### src/rtl/shiftreg_div_pkg.sv
// Shared definitions for the divided-clock phase monitor: divide-mode
// encodings, expected period/high-time lookup, FSM state type and the
// common counter width.
package shiftreg_div_pkg;

    localparam int unsigned CNT_W = 4;
    localparam logic [CNT_W-1:0] CNT_MAX = '1;

    localparam logic [1:0] MODE_DIV4    = 2'b00;
    localparam logic [1:0] MODE_DIV5    = 2'b11;
    localparam logic [1:0] MODE_DIV7    = 2'b01;
    localparam logic [1:0] MODE_ILLEGAL = 2'b10;

    typedef enum logic [1:0] {
        ST_IDLE,
        ST_ACQUIRE,
        ST_LOCKED
    } state_t;

    typedef struct packed {
        logic [CNT_W-1:0] period;
        logic [CNT_W-1:0] high;
    } period_spec_t;

    // Expected (period, high time) in clk cycles for each divide mode
    function automatic period_spec_t expected_spec(input logic [1:0] mode);
        period_spec_t s;
        s = '0;
        case (mode)
            MODE_DIV4: begin s.period = CNT_W'(4); s.high = CNT_W'(2); end
            MODE_DIV5: begin s.period = CNT_W'(5); s.high = CNT_W'(3); end
            MODE_DIV7: begin s.period = CNT_W'(7); s.high = CNT_W'(4); end
            default:   s = '0;
        endcase
        return s;
    endfunction

endpackage

### src/rtl/shiftreg_phase_monitor_if.sv
// Signal bundle between the divider under test and the phase monitor.
// err_cnt is present only when PHMON_ERRCNT_EN is defined.
interface shiftreg_phase_monitor_if;
    import shiftreg_div_pkg::*;

    logic             phase0;
    logic             phase90;
    logic [1:0]       div_mode_sel;
    logic             locked;
    logic             err_period;
    logic             err_quad;
    logic             err_mode;
    logic [CNT_W-1:0] meas_period;
`ifdef PHMON_ERRCNT_EN
    logic [7:0]       err_cnt;

    modport master (
        output phase0, phase90, div_mode_sel,
        input  locked, err_period, err_quad, err_mode, meas_period, err_cnt
    );
    modport slave (
        input  phase0, phase90, div_mode_sel,
        output locked, err_period, err_quad, err_mode, meas_period, err_cnt
    );
`else
    modport master (
        output phase0, phase90, div_mode_sel,
        input  locked, err_period, err_quad, err_mode, meas_period
    );
    modport slave (
        input  phase0, phase90, div_mode_sel,
        output locked, err_period, err_quad, err_mode, meas_period
    );
`endif

endinterface

### src/rtl/shiftreg_period_meter.sv
// Edge detection and period / high-time measurement of phase0.
// All results are presented as registered events one clock after the
// corresponding condition is seen on the captured inputs.
module shiftreg_period_meter
    import shiftreg_div_pkg::*;
(
    input  logic             clk,
    input  logic             init_n,
    input  logic             phase0,
    input  logic             phase90,
    output logic             rise_evt,
    output logic             stuck_evt,
    output logic             quad_evt,
    output logic [CNT_W-1:0] period_snap,
    output logic [CNT_W-1:0] high_snap
);

    logic             p0_q;
    logic             p0_qq;
    logic             p90_q;
    logic             rise;
    logic [CNT_W-1:0] period_cnt;
    logic [CNT_W-1:0] high_cnt;

    assign rise = p0_q & ~p0_qq;

    // Capture stage for both phases plus the delayed phase0 for edge detect
    always_ff @(posedge clk or negedge init_n) begin
        if (!init_n) begin
            p0_q  <= 1'b0;
            p0_qq <= 1'b0;
            p90_q <= 1'b0;
        end else begin
            p0_q  <= phase0;
            p0_qq <= p0_q;
            p90_q <= phase90;
        end
    end

    // Period and high-time counters, both restarting at 1 on a rising edge
    always_ff @(posedge clk or negedge init_n) begin
        if (!init_n) begin
            period_cnt <= '0;
            high_cnt   <= '0;
        end else if (rise) begin
            period_cnt <= CNT_W'(1);
            high_cnt   <= CNT_W'(1);
        end else begin
            if (period_cnt != CNT_MAX) period_cnt <= period_cnt + CNT_W'(1);
            if (p0_q && (high_cnt != CNT_MAX)) high_cnt <= high_cnt + CNT_W'(1);
        end
    end

    // Registered events; stuck fires only on the step into saturation
    always_ff @(posedge clk or negedge init_n) begin
        if (!init_n) begin
            rise_evt    <= 1'b0;
            stuck_evt   <= 1'b0;
            quad_evt    <= 1'b0;
            period_snap <= '0;
            high_snap   <= '0;
        end else begin
            rise_evt  <= rise;
            stuck_evt <= ~rise & (period_cnt == (CNT_MAX - CNT_W'(1)));
            quad_evt  <= p90_q ^ p0_qq;
            if (rise) begin
                period_snap <= period_cnt;
                high_snap   <= high_cnt;
            end
        end
    end

endmodule

### src/rtl/shiftreg_phase_monitor.sv
// Lock monitor for a shift-register clock divider: checks the period and
// high time of phase0 against the selected divide mode and the quadrature
// relation of phase90. Define PHMON_ERRCNT_EN to add the err_cnt output.
module shiftreg_phase_monitor
    import shiftreg_div_pkg::*;
#(
    parameter int unsigned LOCK_CNT = 4
) (
    input logic                     clk,
    input logic                     init_n,
    shiftreg_phase_monitor_if.slave mon
);

    localparam logic [CNT_W-1:0] LOCK_TARGET = CNT_W'(LOCK_CNT);

    logic             rise_evt;
    logic             stuck_evt;
    logic             quad_evt;
    logic [CNT_W-1:0] period_snap;
    logic [CNT_W-1:0] high_snap;

    logic [1:0]       mode_q;
    logic [1:0]       mode_qq;
    logic [1:0]       mode_cur;
    logic             mode_chg;

    state_t           state;
    logic [CNT_W-1:0] good_cnt;
    logic [CNT_W-1:0] good_inc;
    logic             period_good;
    logic             period_bad;
    period_spec_t     spec;

    logic             locked_q;
    logic             err_period_q;
    logic             err_quad_q;
    logic             err_mode_q;
    logic [CNT_W-1:0] meas_period_q;

    shiftreg_period_meter u_meter (
        .clk         (clk),
        .init_n      (init_n),
        .phase0      (mon.phase0),
        .phase90     (mon.phase90),
        .rise_evt    (rise_evt),
        .stuck_evt   (stuck_evt),
        .quad_evt    (quad_evt),
        .period_snap (period_snap),
        .high_snap   (high_snap)
    );

    // Two-stage mode pipeline keeps mode changes aligned with the meter events
    always_ff @(posedge clk or negedge init_n) begin
        if (!init_n) begin
            mode_q  <= MODE_DIV4;
            mode_qq <= MODE_DIV4;
        end else begin
            mode_q  <= mon.div_mode_sel;
            mode_qq <= mode_q;
        end
    end

    assign mode_chg    = (mode_qq != mode_cur);
    assign spec        = expected_spec(mode_cur);
    assign period_good = (period_snap == spec.period) && (high_snap == spec.high);
    assign period_bad  = rise_evt & ~period_good;
    assign good_inc    = good_cnt + CNT_W'(1);

    // Lock FSM with registered status and error outputs
    always_ff @(posedge clk or negedge init_n) begin
        if (!init_n) begin
            state         <= ST_IDLE;
            good_cnt      <= '0;
            mode_cur      <= MODE_DIV4;
            locked_q      <= 1'b0;
            err_period_q  <= 1'b0;
            err_quad_q    <= 1'b0;
            err_mode_q    <= 1'b0;
            meas_period_q <= '0;
        end else begin
            err_period_q <= 1'b0;
            err_quad_q   <= 1'b0;
            if (mode_chg) begin
                mode_cur   <= mode_qq;
                state      <= ST_IDLE;
                good_cnt   <= '0;
                locked_q   <= 1'b0;
                err_mode_q <= (mode_qq == MODE_ILLEGAL);
            end else if (mode_cur == MODE_ILLEGAL) begin
                state      <= ST_IDLE;
                good_cnt   <= '0;
                locked_q   <= 1'b0;
                err_mode_q <= 1'b1;
            end else begin
                err_mode_q <= 1'b0;
                case (state)
                    ST_IDLE: begin
                        good_cnt <= '0;
                        locked_q <= 1'b0;
                        if (rise_evt) state <= ST_ACQUIRE;
                    end
                    default: begin
                        if (rise_evt) meas_period_q <= period_snap;
                        err_quad_q   <= quad_evt;
                        err_period_q <= stuck_evt | period_bad;
                        if (stuck_evt) begin
                            state    <= ST_IDLE;
                            good_cnt <= '0;
                            locked_q <= 1'b0;
                        end else if (quad_evt | period_bad) begin
                            state    <= ST_ACQUIRE;
                            good_cnt <= '0;
                            locked_q <= 1'b0;
                        end else if (rise_evt && (state == ST_ACQUIRE)) begin
                            good_cnt <= good_inc;
                            if (good_inc == LOCK_TARGET) begin
                                state    <= ST_LOCKED;
                                locked_q <= 1'b1;
                            end
                        end
                    end
                endcase
            end
        end
    end

    assign mon.locked      = locked_q;
    assign mon.err_period  = err_period_q;
    assign mon.err_quad    = err_quad_q;
    assign mon.err_mode    = err_mode_q;
    assign mon.meas_period = meas_period_q;

`ifdef PHMON_ERRCNT_EN
    logic [7:0] err_cnt_q;
    logic [8:0] err_sum;

    // Counts pulses as they leave the outputs, so it trails them by one clock
    assign err_sum = {1'b0, err_cnt_q} + {8'd0, err_period_q} + {8'd0, err_quad_q};

    // Saturating error counter, cleared on mode change
    always_ff @(posedge clk or negedge init_n) begin
        if (!init_n) begin
            err_cnt_q <= '0;
        end else if (mode_chg) begin
            err_cnt_q <= '0;
        end else if (err_sum[8]) begin
            err_cnt_q <= '1;
        end else begin
            err_cnt_q <= err_sum[7:0];
        end
    end

    assign mon.err_cnt = err_cnt_q;
`endif

endmodule

### src/flat_wrapper.sv
// flat-port wrapper written by rule: the top's interface ports become plain ports
module shiftreg_phase_monitor_flat import shiftreg_div_pkg::*;
#(
    parameter int unsigned LOCK_CNT = 4
)
  (clk, init_n, mon_phase0, mon_phase90, mon_div_mode_sel, mon_locked, mon_err_period, mon_err_quad, mon_err_mode, mon_meas_period);
  shiftreg_phase_monitor_if mon_i ();
  input logic clk;
  input logic init_n;
  input wire logic [$bits(mon_i.phase0)-1:0] mon_phase0;
  input wire logic [$bits(mon_i.phase90)-1:0] mon_phase90;
  input wire logic [$bits(mon_i.div_mode_sel)-1:0] mon_div_mode_sel;
  output wire logic [$bits(mon_i.locked)-1:0] mon_locked;
  output wire logic [$bits(mon_i.err_period)-1:0] mon_err_period;
  output wire logic [$bits(mon_i.err_quad)-1:0] mon_err_quad;
  output wire logic [$bits(mon_i.err_mode)-1:0] mon_err_mode;
  output wire logic [$bits(mon_i.meas_period)-1:0] mon_meas_period;
  assign mon_i.phase0 = mon_phase0;
  assign mon_i.phase90 = mon_phase90;
  assign mon_i.div_mode_sel = mon_div_mode_sel;
  assign mon_locked = mon_i.locked;
  assign mon_err_period = mon_i.err_period;
  assign mon_err_quad = mon_i.err_quad;
  assign mon_err_mode = mon_i.err_mode;
  assign mon_meas_period = mon_i.meas_period;
  shiftreg_phase_monitor #(.LOCK_CNT(LOCK_CNT)) u_core (.clk(clk), .init_n(init_n), .mon(mon_i));
endmodule
### config.mk
export PLATFORM = sky130hd
export DESIGN_NAME = shiftreg_phase_monitor_flat
export DESIGN_NICKNAME = d
export VERILOG_FILES = /design/src/rtl/shiftreg_div_pkg.sv /design/src/rtl/shiftreg_phase_monitor_if.sv /design/src/rtl/shiftreg_period_meter.sv /design/src/rtl/shiftreg_phase_monitor.sv /design/src/flat_wrapper.sv
export SDC_FILE = /design/constraint.sdc
export NUM_CORES = 1
export LEC_CHECK = 0
export BUFFER_PORTS_ARGS = -buffer_cell sky130_fd_sc_hd__clkbuf_2
export CORE_MARGIN = 3
export CORE_UTILIZATION = 50
export CTS_CLUSTER_DIAMETER = 40
export CTS_CLUSTER_SIZE = 24
export DETAILED_ROUTE_END_ITERATION = 7
export PLACE_DENSITY = 0.68
export SKIP_LAST_GASP = 1
export SLEW_MARGIN = 20
export SYNTH_ARGS = -nofsm -noshare
export SYNTH_HDL_FRONTEND = slang
export SYNTH_SLANG_ARGS = --single-unit
### constraint.sdc
create_clock -name clk -period 3 [get_ports clk]
set_input_delay 0.6 -clock clk [delete_from_list [all_inputs] [get_ports clk]]
set_output_delay 0.6 -clock clk [all_outputs]
set_load 0.05 [all_outputs]
==> Flow_metrics.wiki, run 1 <==
{| class="wikitable"
! Metric !! Value
|-
| Critical path cell sequence || ha_1, xor2_1, o31ai_1, a41oi_2, or3_4, a2bb2oi_2
|-
| Post-route fraction of the period consumed by the critical path || 0.6546
|-
| Number of endpoints with negative hold slack in the final report || 0
|-
| Routability-driven placement congestion ratio || 0.7318
|-
| TritonCTS Buffers || 5
|-
| Relative slew margins || 0.4086
|-
| Final setup skew || 0.005765 ns
|-
| Crit start category || flop
|-
| Clock tree from TritonCTS || built
|-
| Syn Inst Count || 182
|-
| Post-layout min period || 1.964 ns
|-
| Synth Cell Area || 1953 um^2
|-
| I/O Buffers || 13
|-
| Launching element of the worst setup path || u_core.mode_cur[0]
|-
| Placement Setup Slack || 1.040 ns
|-
| Synth warn || 0
|-
| Final standard cell utilization of the core || 0.5774
|-
| Global-route wire length before repair || 5.747 mm
|-
| Library cell contributing the largest single delay on the critical path || sky130_fd_sc_hd__dfrtp_1
|-
| R2R depth || 6
|-
| Setup TNS after final layout || 0 ns
|-
| Post-detailed-route DRC marker count || 0
|-
| Drt first-iter violations || 34
|-
| CTS clk-pin slew, worst paths || about 0.07 ns
|-
| Endpoints failing setup || 0
|-
| Total count of max-transition violations in the final report || 0
|-
| Via total after detailed routing || 1348
|-
| Power per standard cell area || 609.6 nW/um^2
|-
| Worst hold path type || reg2reg
|-
| Register bit count reported by yosys || 42
|-
| # fillers || 317
|-
| Run status || complete, no violations
|-
| CP arrival || between 2 and 2.5 ns
|-
| Horiz. Die Dim || 68.50 um
|-
| Worst-case clock buffer depth || 2
|-
| Kind of end point of the critical path || flop
|-
| Per-cell routed wire length || 14.03 um
|-
| Remaining global-route overflow || 0
|-
| Count of antenna diodes in the layout || 0
|-
| Reg2Reg Capture Point || u_core.state[1]
|-
| Yosys cell types || 40
|-
| Leakage || 0.001041 uW
|-
| Req. time, crit path || between 3 and 4 ns
|-
| Vias in the first global route || 1304
|-
| Number of sinks handled by clock tree synthesis || 42
|-
| Post-CTS sizing || 0
|-
| Worst IR Drop VDD || 0.0002876 V
|-
| Share of post-route cells with drive strength above 1 || 0.1624
|-
| Transition time at the pin with the least slew margin || just under 0.9 ns
|-
| Synthesis-to-layout area growth || 9.866%
|-
| Post-CTS setup buffer count || 0
|-
| DR pass1 iterations || 4
|-
| Maximum number of pins on one net before global-route repair || 43
|-
| Maxcap violations || 0
|-
| Maximum operating frequency || a little over 0.5 GHz
|-
| Slack of the worst reg-to-reg path || 1.04 ns
|-
| Number of levels the H-tree was split into || 2
|-
| Setup ws final || just over 1 ns
|-
| Via-per-instance ratio || 5.502
|-
| Crit Path Max Fanout || 6
|-
| Die Y-Extent || 68.50 um
|-
| Clock root buffer || sky130_fd_sc_hd__clkbuf_8
|-
| Core Area || 3716 um^2
|-
| Post-route worst hold slack || 0.3545 ns
|-
| Number of top-level pins || 14
|-
| Unrepaired setup endpoints after global routing || no
|-
| Share of synthesized cell area in full adder, half adder and majority cells || 0.05766
|-
| Total global routing track utilization || 0.1667
|-
| Compound-Gate Fraction of Synth Area || 0.1409
|-
| Simple logic cell fraction of the synthesized area || 0.1723
|-
| Clock latency on the worst-skew pair || around 0.28 ns
|-
| Proportion of synthesized chip area in sequential cells || 0.5381
|-
| Antenna violations before repair || 0
|-
| Final HPWL from detailed placement || 2.518 mm
|-
| Post-route antenna net violation count || 0
|-
| Syn_area_per_cell || 10.73 um^2
|-
| Hold-fix buffer count after cts || 0
|-
| Worst stage delay on the critical path || roughly 0.45 ns
|-
| Number of placement rows || 22
|-
| Worst setup path endpoint || u_core.state[1]
|-
| Combinational family with the most area after synthesis || simple AND/OR/NAND/NOR gates
|-
| Multiplexer share of the synthesized area || 0.02306
|-
| Effective utilization at floorplan || 0.5256
|-
| Net count reported at finish || 213
|-
| XOR/XNOR share of the synthesized area || 0.04484
|-
| Crit Reg-Reg Startpoint || u_core.mode_cur[0]
|-
| Total die area || 4692 um^2
|-
| Number of nets in the synthesized netlist || between 150 and 200
|-
| Final WL || 3.437 mm
|-
| Path type of the worst setup path || reg2reg
|}
-- power by group --
| part | switching (uW) | total (uW) | internal (uW) |
|---|---|---|---|
| Clock | 164 | 341 | 177 |
| Sequential | 102 | 745 | 643 |
| Combinational | 126 | 222 | 96.9 |
-- final cells by class --
type | count | area [um^2] | area share
flip-flops and latches | 42 | 1051 | 0.4898
multi-input cells | 128 | 857.1 | 0.3994
clock buffers | 6 | 82.58 | 0.03848
repair buffers | 13 | 65.06 | 0.03032
well taps | 48 | 60.06 | 0.02799
inverters | 8 | 30.03 | 0.01399
-- critical path: cells and delay by family (launching register included) --
family | cells | cell delay [ns]
xor gates and xnor gates | 1 | 0.17
DFF | 1 | 0.45
and+or+nand+nor | 1 | 0.41
AOI/OAI and AO/OA | 3 | 0.58
adders and majority gates | 1 | 0.28
-- routing by layer --
layer,routed length [um],GRT usage,vias up
li1,-,-,654
met1,1500,0.1956,673
met2,1816,0.2920,19
met3,95,0.03890,2
met4,24,0.06700,0
met5,0,0,-
-- cell usage after synthesis --
master | number | area share
sky130_fd_sc_hd__a21oi_2 | 1 | 0.0045
sky130_fd_sc_hd__o211a_1 | 1 | 0.0051
sky130_fd_sc_hd__or3_4 | 1 | 0.0058
sky130_fd_sc_hd__o2111a_1 | 1 | 0.0058
sky130_fd_sc_hd__clkbuf_1 | 4 | 0.0077
sky130_fd_sc_hd__a211oi_2 | 1 | 0.0064
sky130_fd_sc_hd__nor4bb_1 | 1 | 0.0051
sky130_fd_sc_hd__nor3_1 | 2 | 0.0051
sky130_fd_sc_hd__o21bai_1 | 1 | 0.0038
sky130_fd_sc_hd__nor3b_1 | 1 | 0.0038
sky130_fd_sc_hd__a2bb2oi_2 | 1 | 0.0077
sky130_fd_sc_hd__ha_1 | 9 | 0.058
sky130_fd_sc_hd__xnor2_1 | 6 | 0.027
sky130_fd_sc_hd__a41oi_1 | 1 | 0.0045
sky130_fd_sc_hd__a41oi_2 | 1 | 0.0083
sky130_fd_sc_hd__nand3_1 | 8 | 0.021
sky130_fd_sc_hd__mux2_2 | 4 | 0.023
sky130_fd_sc_hd__dfrtp_1 | 42 | 0.54
sky130_fd_sc_hd__nand2b_1 | 1 | 0.0032
sky130_fd_sc_hd__and3_1 | 3 | 0.0096
sky130_fd_sc_hd__a21boi_0 | 1 | 0.0038
sky130_fd_sc_hd__a211oi_1 | 1 | 0.0038
sky130_fd_sc_hd__a31oi_1 | 3 | 0.0096
sky130_fd_sc_hd__a2111oi_4 | 1 | 0.014
sky130_fd_sc_hd__o22ai_1 | 1 | 0.0032
sky130_fd_sc_hd__nand3b_1 | 2 | 0.0077
sky130_fd_sc_hd__inv_1 | 8 | 0.015
sky130_fd_sc_hd__nor2b_1 | 4 | 0.013
sky130_fd_sc_hd__or3_1 | 1 | 0.0032
sky130_fd_sc_hd__xor2_1 | 4 | 0.018
sky130_fd_sc_hd__a21oi_1 | 9 | 0.023
sky130_fd_sc_hd__nor2_1 | 11 | 0.021
sky130_fd_sc_hd__nand2_1 | 29 | 0.056
sky130_fd_sc_hd__o31ai_1 | 1 | 0.0038
sky130_fd_sc_hd__a22oi_1 | 2 | 0.0077
sky130_fd_sc_hd__nor2_4 | 1 | 0.0058
sky130_fd_sc_hd__or2_2 | 2 | 0.0064
sky130_fd_sc_hd__a32o_1 | 1 | 0.0051
sky130_fd_sc_hd__o21ai_0 | 8 | 0.021
sky130_fd_sc_hd__nand4_1 | 2 | 0.0064
-- placed cells by master (no fill, tap or decap), drive strengths merged, types with 4 or more instances in the layout --
cell | netlist | layout
ha | 9 | 9
xnor2 | 6 | 6
clkbuf | 4 | 18
o21ai | 8 | 8
nand2 | 29 | 29
nand3 | 8 | 8
nor2b | 4 | 4
inv | 8 | 8
nor2 | 12 | 12
dfrtp | 42 | 42
a21oi | 10 | 10
xor2 | 4 | 4
mux2 | 4 | 4
-- kinds of logic after synthesis --
group | count (synthesis)
AO/OA/AOI/OAI | 36
XOR/XNOR | 10
adder cells (fa/ha/maj) | 9
buffers and inverters | 12
flip-flops | 42
multiplexers | 4
AND/OR/NAND/NOR | 69
-- state kept, by name, summed over array words and instances (netlist names), 2 cells and up --
name and count:
u_core.good_cnt 4, u_core.mode_cur 2, u_core.mode_q 2, u_core.mode_qq 2, u_core.mon.meas_period 4, u_core.state 2, u_core.u_meter.high_cnt 4, u_core.u_meter.high_snap 4
u_core.u_meter.period_cnt 4, u_core.u_meter.period_snap 4
-- stage by stage --
step / instance area [um^2] / power (uW) / std cells
after global routing: 2146 / 1395 / 245
after floorplan: 1953 / 903.7 / 182
after global placement: 2063 / 962.7 / 239
after detailed placement: 2063 / 978.3 / 239
final: 2146 / 1308 / 245
after CTS: 2146 / 1324 / 245
-- worst min path at each step --
| stage | slack, ns | endpoint | depth (start not counted) | start |
|---|---|---|---|---|
| floorplan | 0.30 | u_core.good_cnt[0] | 0 | init_n |
| global placement | 0.33 | u_core.mode_qq[0] | 0 | u_core.mode_q[0] |
| detailed placement | 0.35 | u_core.mode_qq[0] | 0 | u_core.mode_q[0] |
| CTS | 0.36 | u_core.mode_qq[0] | 0 | u_core.mode_q[0] |
| global route | 0.37 | u_core.mode_qq[0] | 0 | u_core.mode_q[0] |
| finish | 0.35 | u_core.mode_qq[0] | 0 | u_core.mode_q[0] |
Note: power is estimated with default switching activity, not from simulation.
==> run 2: changes to the inputs <==
clock period = 2.03 ns   (was 3 ns; I/O delays follow)
==> run 2 against run 1 <==
Against the previous run:
- maximum frequency is 3.6% higher
- sequential power is 48% higher
- die area stayed put
- sequential cell count stayed put
- final cell count is 1.6% higher
- first-iteration DRC count grew to 2.6 times the previous value
- routed wire length is 2.6% higher
- via count is 0.96% higher
- non-clock buffer count is 2 higher
- combinational power is 53% higher
- critical path type unchanged
- critical endpoint unchanged
- largest power group unchanged
- highest routed layer unchanged
==> Flow_metrics.wiki, run 2 (same netlist as run 1, synthesis figures left out) <==
{| class="wikitable"
! Metric !! Value
|-
| Run status || complete, no violations
|-
| Path type of the worst setup path || reg2reg
|-
| Number of placed cells counting well taps || 241 (+0.84%)
|-
| Final HPWL from detailed placement || 2.555 mm (+1.5%)
|-
| Post-route fraction of the period consumed by the critical path || 0.9340 (+0.2794)
|-
| Number of placement rows || 22 (unchanged)
|-
| Req. time, crit path || 2.26 ns (-0.95 ns)
|-
| Effective utilization at floorplan || 0.5256 (unchanged)
|-
| Total die area || 4692 um^2 (unchanged)
|-
| Final WL || 3.525 mm (+2.6%)
|-
| Clock latency on the worst-skew pair || 0.29 ns (about the same)
|-
| Clock root buffer || sky130_fd_sc_hd__clkbuf_8
|-
| Share of power burned in the clock network || 0.275 (+0.014)
|-
| TritonCTS Buffers || 5 (unchanged)
|-
| NetSw || 612.1 uW (+57%)
|-
| CTS clk-pin slew, worst paths || 0.08 ns (about the same)
|-
| Worst IR Drop VDD || 0.0004823 V (+68%)
|-
| DR pass1 iterations || 6 (+2)
|-
| Via-per-instance ratio || 5.466 (-0.66%)
|-
| Unrepaired setup endpoints after global routing || no
|-
| I/O Buffers || 13 (unchanged)
|-
| Post-layout min period || 1.896 ns (-0.06783 ns)
|-
| Hold-fix buffer count after cts || 0 (unchanged)
|-
| Kind of end point of the critical path || flop
|-
| Worst hold path type || in2async
|-
| R2R depth || 7 (+1)
|-
| Internal cell power || 1373 uW (+50%)
|-
| Number of sinks handled by clock tree synthesis || 42 (unchanged)
|-
| Setup ws final || 0.1339 ns (-0.9022 ns)
|-
| Number of levels the H-tree was split into || 2 (unchanged)
|-
| Number of top-level pins || 14 (unchanged)
|-
| Part of the total power dissipated in sequential elements || 0.554 (-0.015)
|-
| # fillers || 321 (+1.3%)
|-
| Count of antenna diodes in the layout || 0 (unchanged)
|-
| Endpoints failing setup || 0 (unchanged)
|-
| CP arrival || 2.12 ns (-0.05 ns)
|-
| Per-cell routed wire length || 14.16 um (+0.91%)
|-
| Routability-driven placement congestion ratio || 0.7428 (+1.5%)
|-
| Worst-case clock buffer depth || 2 (unchanged)
|-
| Global-route wire length before repair || 6.058 mm (+5.4%)
|-
| Die Y-Extent || 68.50 um (unchanged)
|-
| Maxcap violations || 0 (unchanged)
|-
| Fin cells || 249 (+1.6%)
|-
| Post-route antenna net violation count || 0 (unchanged)
|-
| Most common library cell in the layout ignoring fill and taps || sky130_fd_sc_hd__dfrtp_1
|-
| Maximum operating frequency || 0.5274 GHz (+3.6%)
|-
| Leakage || 0.001053 uW (+1.2%)
|-
| Clock tree from TritonCTS || built
|-
| Antenna violations before repair || 0 (unchanged)
|-
| Placement Setup Slack || 0.09443 ns (-0.9459 ns)
|-
| Remaining global-route overflow || 0 (unchanged)
|-
| Vias in the first global route || 1362 (+4.4%)
|-
| Number of endpoints with negative hold slack in the final report || 0 (unchanged)
|-
| Via total after detailed routing || 1361 (+0.96%)
|-
| Relative slew margins || 0.6606 (+0.2520)
|-
| Transition time at the pin with the least slew margin || 0.5091 ns (-0.3780 ns)
|-
| Maximum number of pins on one net before global-route repair || 43 (unchanged)
|-
| Most frequent cells in the layout || sky130_fd_sc_hd__dfrtp_1 (40), sky130_fd_sc_hd__nand2_1 (29), sky130_fd_sc_hd__clkbuf_2 (13), sky130_fd_sc_hd__nor2_1 (11), sky130_fd_sc_hd__a21oi_1 (9)
|-
| Post-detailed-route DRC marker count || 0 (unchanged)
|-
| Synthesis-to-layout area growth || 11.60%
|-
| Setup TNS after final layout || 0 ns (unchanged)
|-
| Power per standard cell area || 910.7 nW/um^2 (+49%)
|-
| Core Area || 3716 um^2 (unchanged)
|-
| Horiz. Die Dim || 68.50 um (unchanged)
|-
| Relative contribution of combinational cells to total power || 0.171 (about the same)
|-
| Share of post-route cells with drive strength above 1 || 0.1990 (+0.03657)
|-
| Total count of max-transition violations in the final report || 0 (unchanged)
|-
| Crit Path Max Fanout || 6 (unchanged)
|-
| Net count reported at finish || 215 (+0.94%)
|-
| Final setup skew || 0.008471 ns (+0.002706 ns)
|-
| Crit start category || flop
|-
| Post-CTS setup buffer count || 0 (unchanged)
|-
| Switching power as a share of total power || 0.3084 (+0.009587)
|-
| Total global routing track utilization || 0.1769 (+0.01017)
|-
| Drt first-iter violations || 88 (+160%)
|-
| Post-CTS sizing || 0 (unchanged)
|}
## run 2: power by group through the flow
stage	Clock, uW	Sequential [uW]	Combinational (uW)
after global routing	600	1120	388
final	545	1100	340
after floorplan	0	1100	235
after CTS	557	1100	340
after global placement	0	1100	321
after detailed placement	0	1110	337
## run 2: final timing paths
kind | from | end | slack (ns)
setup / recovery | u_core.mode_cur[1] | u_core.state[1] | 0.13
setup reg to reg | u_core.mode_cur[1] | u_core.state[1] | 0.13
hold reg to reg | u_core.mode_q[0] | u_core.mode_qq[0] | 0.35
min in group clk | mon_phase0 | u_core.u_meter.p0_q | 0.22
hold / removal | init_n | u_core.mon.meas_period[1] | 0.16
max in group asynchronous | init_n | u_core.mode_cur[0] | 1.48
## run 2: layout make-up
class / count / area (um^2) / share of cell area
repair buffers: 15 / 80.08 / 0.03674
inverters: 8 / 30.03 / 0.01378
multi-input cells: 128 / 864.6 / 0.3967
flip-flops and latches: 42 / 1054 / 0.4834
well taps: 48 / 60.06 / 0.02755
clock buffers: 7 / 86.33 / 0.03961
clock inverters: 1 / 5.005 / 0.002296
## run 2: critical path, stage by stage, from the launching register on
cell and delay, ns:
sky130_fd_sc_hd__dfrtp_2 0.45, sky130_fd_sc_hd__inv_2 0.08, sky130_fd_sc_hd__ha_2 0.19, sky130_fd_sc_hd__inv_1 0.07, sky130_fd_sc_hd__a2111oi_4 0.30, sky130_fd_sc_hd__a41oi_2 0.20, sky130_fd_sc_hd__or3_4 0.42, sky130_fd_sc_hd__a2bb2oi_2 0.12
## run 2: metrics by stage
stage	util	total power (uW)	hold slack [ns]	area, um^2
2_1_floorplan	-	1336	0.1104	1953
3_3_place_gp	0.5593	1426	0.3338	2078
5_1_grt	0.5865	2107	0.2070	2180
4_1_cts	0.5838	1994	0.1820	2170
3_5_place_dp	0.5593	1451	0.3364	2078
6_report	0.5865	1985	0.1623	2180
## run 2: layer usage
metal | part of all wire | vias to the layer above | GRT usage
li1 | - | 665 | -
met1 | 0.43 | 655 | 0.2076
met2 | 0.51 | 27 | 0.2932
met3 | 0.026 | 14 | 0.02917
met4 | 0.037 | 0 | 0.1241
met5 | 0 | - | 0
==> run 3: changes to the inputs <==
ABC_AREA = 1   (was not set)
CORE_ASPECT_RATIO = 1.2   (was not set)
==> run 3 against run 2 <==
Against the previous run:
- total power up 4.2%
- via count rose by 2.6%
- sequential power about the same
- clock skew down 0.0031 ns
- clock power is essentially flat
- non-clock buffer count is the same
- utilization grew 0.28 points
- maximum frequency up 4.4%
- final area rose by 0.69%
- register-to-register slack improved by 0.08 ns
- final cell count up 15%
==> Flow_metrics.wiki, run 3 <==
{| class="wikitable"
! Metric !! Value
|-
| Number of nets in the synthesized netlist || 231 (+17%)
|-
| Req. time, crit path || 2.25 ns (about the same)
|-
| Register bit count reported by yosys || 42 (unchanged)
|-
| Routability-driven placement congestion ratio || 0.8122 (+9.3%)
|-
| Most frequent cells in the layout || sky130_fd_sc_hd__nand2_1 (50), sky130_fd_sc_hd__dfrtp_1 (42), sky130_fd_sc_hd__inv_1 (27), sky130_fd_sc_hd__o21ai_0 (19), sky130_fd_sc_hd__nand3_1 (15)
|-
| Final setup skew || 0.005365 ns (-0.003106 ns)
|-
| Worst hold path type || in2async
|-
| Endpoints failing setup || 0 (unchanged)
|-
| Core Area || 3724 um^2 (+0.20%)
|-
| Setup ws final || 0.2142 ns (+0.08031 ns)
|-
| Horiz. Die Dim || 63.37 um (-7.5%)
|-
| Unrepaired setup endpoints after global routing || no
|-
| Via total after detailed routing || 1397 (+2.6%)
|-
| Maximum operating frequency || 0.5507 GHz (+4.4%)
|-
| Transition time at the pin with the least slew margin || 0.5111 ns (+0.002005 ns)
|-
| Syn Inst Count || 216 (+19%)
|-
| Most common library cell in the layout ignoring fill and taps || sky130_fd_sc_hd__nand2_1
|-
| Async set-reset flop share out of synthesis || 1.000 (unchanged)
|-
| Hold-fix buffer count after cts || 0 (unchanged)
|-
| Library cell with the highest instance count after synthesis || sky130_fd_sc_hd__nand2_1
|-
| Internal cell power || 1401 uW (+2.1%)
|-
| CTS clk-pin slew, worst paths || 0.08 ns (about the same)
|-
| NetSw || 667.8 uW (+9.1%)
|-
| Clock root buffer || sky130_fd_sc_hd__clkbuf_8
|-
| Drt first-iter violations || 70 (-20%)
|-
| Post-CTS sizing || 0 (unchanged)
|-
| Total die area || 4742 um^2 (+1.1%)
|-
| Yosys cell types || 27 (-33%)
|-
| Per-cell routed wire length || 11.08 um (-22%)
|-
| Post-placement cell area || 2100 um^2 (+1.0%)
|-
| Critical path cell sequence || inv_2, ha_1, o21ai_0, nand2_1, nor2_1, nand2_1, nand2_2, nand2_2, nor2_4, nand2_2, o21ai_2
|-
| Final WL || 3.181 mm (-9.8%)
|-
| Maxcap violations || 0 (unchanged)
|-
| Global-route wire length before repair || 5.871 mm (-3.1%)
|-
| Via-per-instance ratio || 4.868 (-11%)
|-
| # fillers || 347 (+8.1%)
|-
| CP arrival || 2.04 ns (-0.08 ns)
|-
| Kind of end point of the critical path || flop
|-
| Post-detailed-route DRC marker count || 0 (unchanged)
|-
| Number of placement rows || 24 (+9.1%)
|-
| Number of levels the H-tree was split into || 2 (unchanged)
|-
| Count of antenna diodes in the layout || 0 (unchanged)
|-
| Synth Cell Area || 1974 um^2 (+1.1%)
|-
| Clock latency on the worst-skew pair || 0.29 ns (about the same)
|-
| Path type of the worst setup path || reg2reg
|-
| Number of endpoints with negative hold slack in the final report || 0 (unchanged)
|-
| Number of sinks handled by clock tree synthesis || 42 (unchanged)
|-
| DR pass1 iterations || 6 (unchanged)
|-
| Net count reported at finish || 249 (+16%)
|-
| Switching power as a share of total power || 0.3227 (+0.01435)
|-
| Total global routing track utilization || 0.1598 (-0.01712)
|-
| Share of post-route cells with drive strength above 1 || 0.1787 (-0.02028)
|-
| Final HPWL from detailed placement || 2.339 mm (-8.5%)
|-
| Sequential cell area || 1051 um^2 (-0.24%)
|-
| Syn_area_per_cell || 9.141 um^2 (-15%)
|-
| Library cell contributing the largest single delay on the critical path || sky130_fd_sc_hd__dfrtp_1
|-
| Setup TNS after final layout || 0 ns (unchanged)
|-
| Relative slew margins || 0.6593 (-0.001336)
|-
| Post-route worst hold slack || 0.1574 ns (-0.004914 ns)
|-
| Worst-case clock buffer depth || 2 (unchanged)
|-
| Antenna violations before repair || 0 (unchanged)
|-
| Worst stage delay on the critical path || 0.46 ns (about the same)
|-
| Run status || complete, no violations
|-
| Most used DFF post-synth || sky130_fd_sc_hd__dfrtp_1
|-
| Post-layout min period || 1.816 ns (-0.08031 ns)
|-
| Power per standard cell area || 942.9 nW/um^2 (+3.5%)
|-
| Leakage || 0.001149 uW (+9.1%)
|-
| Relative contribution of combinational cells to total power || 0.210 (+0.039)
|-
| Most Frequent Cell on Critical Path || sky130_fd_sc_hd__nand2_2
|-
| I/O Buffers || 13 (unchanged)
|-
| Remaining global-route overflow || 0 (unchanged)
|-
| Worst IR Drop VDD || 0.0007038 V (+46%)
|-
| Total count of max-transition violations in the final report || 0 (unchanged)
|-
| Number of enable-type register cells in the synthesized netlist || 0 (unchanged)
|-
| Post-route fraction of the period consumed by the critical path || 0.8945 (-0.03956)
|-
| Number of top-level pins || 14 (unchanged)
|-
| Die Y-Extent || 74.84 um (+9.2%)
|-
| Synthesis-to-layout area growth || 11.15%
|-
| Clock tree from TritonCTS || built
|-
| Portion of synthesized cell area occupied by the leading cell type || 0.5323 (-0.005797)
|-
| Most instantiated cells after synthesis || sky130_fd_sc_hd__nand2_1 (50), sky130_fd_sc_hd__dfrtp_1 (42), sky130_fd_sc_hd__inv_1 (27)
|-
| Final instance area || 2195 um^2 (+0.69%)
|-
| Post-route antenna net violation count || 0 (unchanged)
|-
| Crit Path Max Fanout || 5 (-1)
|-
| Dominant cells by area after synthesis || sky130_fd_sc_hd__dfrtp_1 (53%), sky130_fd_sc_hd__nand2_1 (9.5%), sky130_fd_sc_hd__ha_1 (5.7%)
|-
| Placement Setup Slack || 0.2347 ns (+0.1403 ns)
|-
| Maximum number of pins on one net before global-route repair || 43 (unchanged)
|-
| Part of the total power dissipated in sequential elements || 0.527 (-0.027)
|-
| Proportion of synthesized chip area in sequential cells || 0.5323 (-0.005797)
|-
| Effective utilization at floorplan || 0.5302 (+0.004653)
|-
| Synth warn || 0 (unchanged)
|-
| Area occupied by multi-input gates || 787.0 um^2 (-9.0%)
|-
| Vias in the first global route || 1419 (+4.2%)
|-
| Share of power burned in the clock network || 0.264 (-0.011)
|-
| Crit start category || flop
|-
| TritonCTS Buffers || 5 (unchanged)
|-
| Library cell occupying the most area in the post-synthesis netlist || sky130_fd_sc_hd__dfrtp_1
|-
| Post-CTS setup buffer count || 0 (unchanged)
|}
==> run 3: cell types whose count changed after synthesis, moves of 6 or more <==
cell                      before  now
sky130_fd_sc_hd__nand2_2       0    7
sky130_fd_sc_hd__nand2_1      29   50
sky130_fd_sc_hd__nand3_1       8   15
sky130_fd_sc_hd__o21ai_0       8   19
sky130_fd_sc_hd__xnor2_1       6    0
sky130_fd_sc_hd__inv_1         8   27
==> run 3: routing by layer <==
metal | track usage | vias up | wire length (um)
met5 | 0 | - | 0
met4 | 0.07914 | 0 | 80
met3 | 0.04030 | 9 | 90
met2 | 0.2738 | 15 | 1557
met1 | 0.1897 | 652 | 1453
li1 | - | 721 | -
==> run 3: kinds of logic (layout without fill, tap and decap cells) <==
kind of cell / Yosys count / after routing / share of synthesized area
and+or+nand+nor: 94 / 94 / 0.2313
DFF: 42 / 42 / 0.5323
buffers and inverters: 35 / 54 / 0.06907
AOI/OAI and AO/OA: 31 / 31 / 0.08683
adders and majority gates: 9 / 9 / 0.05704
xor gates and xnor gates: 4 / 4 / 0.01774
muxes: 1 / 1 / 0.005703
==> run 3: power groups by stage <==
stage	Combinational, uW	Sequential (uW)	Clock, uW
after detailed placement	434	1110	0
after global placement	423	1100	0
after global routing	509	1110	594
after CTS	438	1090	567
after floorplan	278	1140	0
final	434	1090	545
==> run 3: area by class of cell <==
cell class,count,share of cell area
repair buffers,15,0.03649
flip-flops and latches,42,0.4789
clock buffers,6,0.03763
clock inverters,2,0.005701
well taps,52,0.02965
multi-input cells,139,0.3586
inverters,31,0.05302
==> run 3: final timing paths <==
check	startpoint	to	slack, ns	cells past startpoint
worst max register to register	u_core.mode_cur[1]	u_core.good_cnt[3]	0.21	11
worst min register to register	u_core.mode_q[0]	u_core.mode_qq[0]	0.36	0
min in group clk	mon_div_mode_sel[1]	u_core.mode_q[1]	0.22	1
max in group asynchronous	init_n	u_core.u_meter.stuck_evt	1.51	2
worst max-delay path	u_core.mode_cur[1]	u_core.good_cnt[3]	0.21	11
worst min-delay path	init_n	u_core.mon.meas_period[0]	0.16	2
==> run 3: through the flow <==
stage	cells	total power (uW)	utilization
global route	287	2214	0.5894
floorplan	216	1418	-
detailed placement	279	1540	0.5638
finish	287	2069	0.5894
CTS	287	2095	0.5894
global placement	279	1527	0.5638
==> run 3: critical path: cells and delay by family, from the launching register on <==
| family | cells | cell delay (ns) |
|---|---|---|
| AO/OA/AOI/OAI | 2 | 0.27 |
| adder cells (fa/ha/maj) | 1 | 0.25 |
| buffers and inverters | 1 | 0.07 |
| flip-flops | 1 | 0.46 |
| AND/OR/NAND/NOR | 7 | 0.68 |
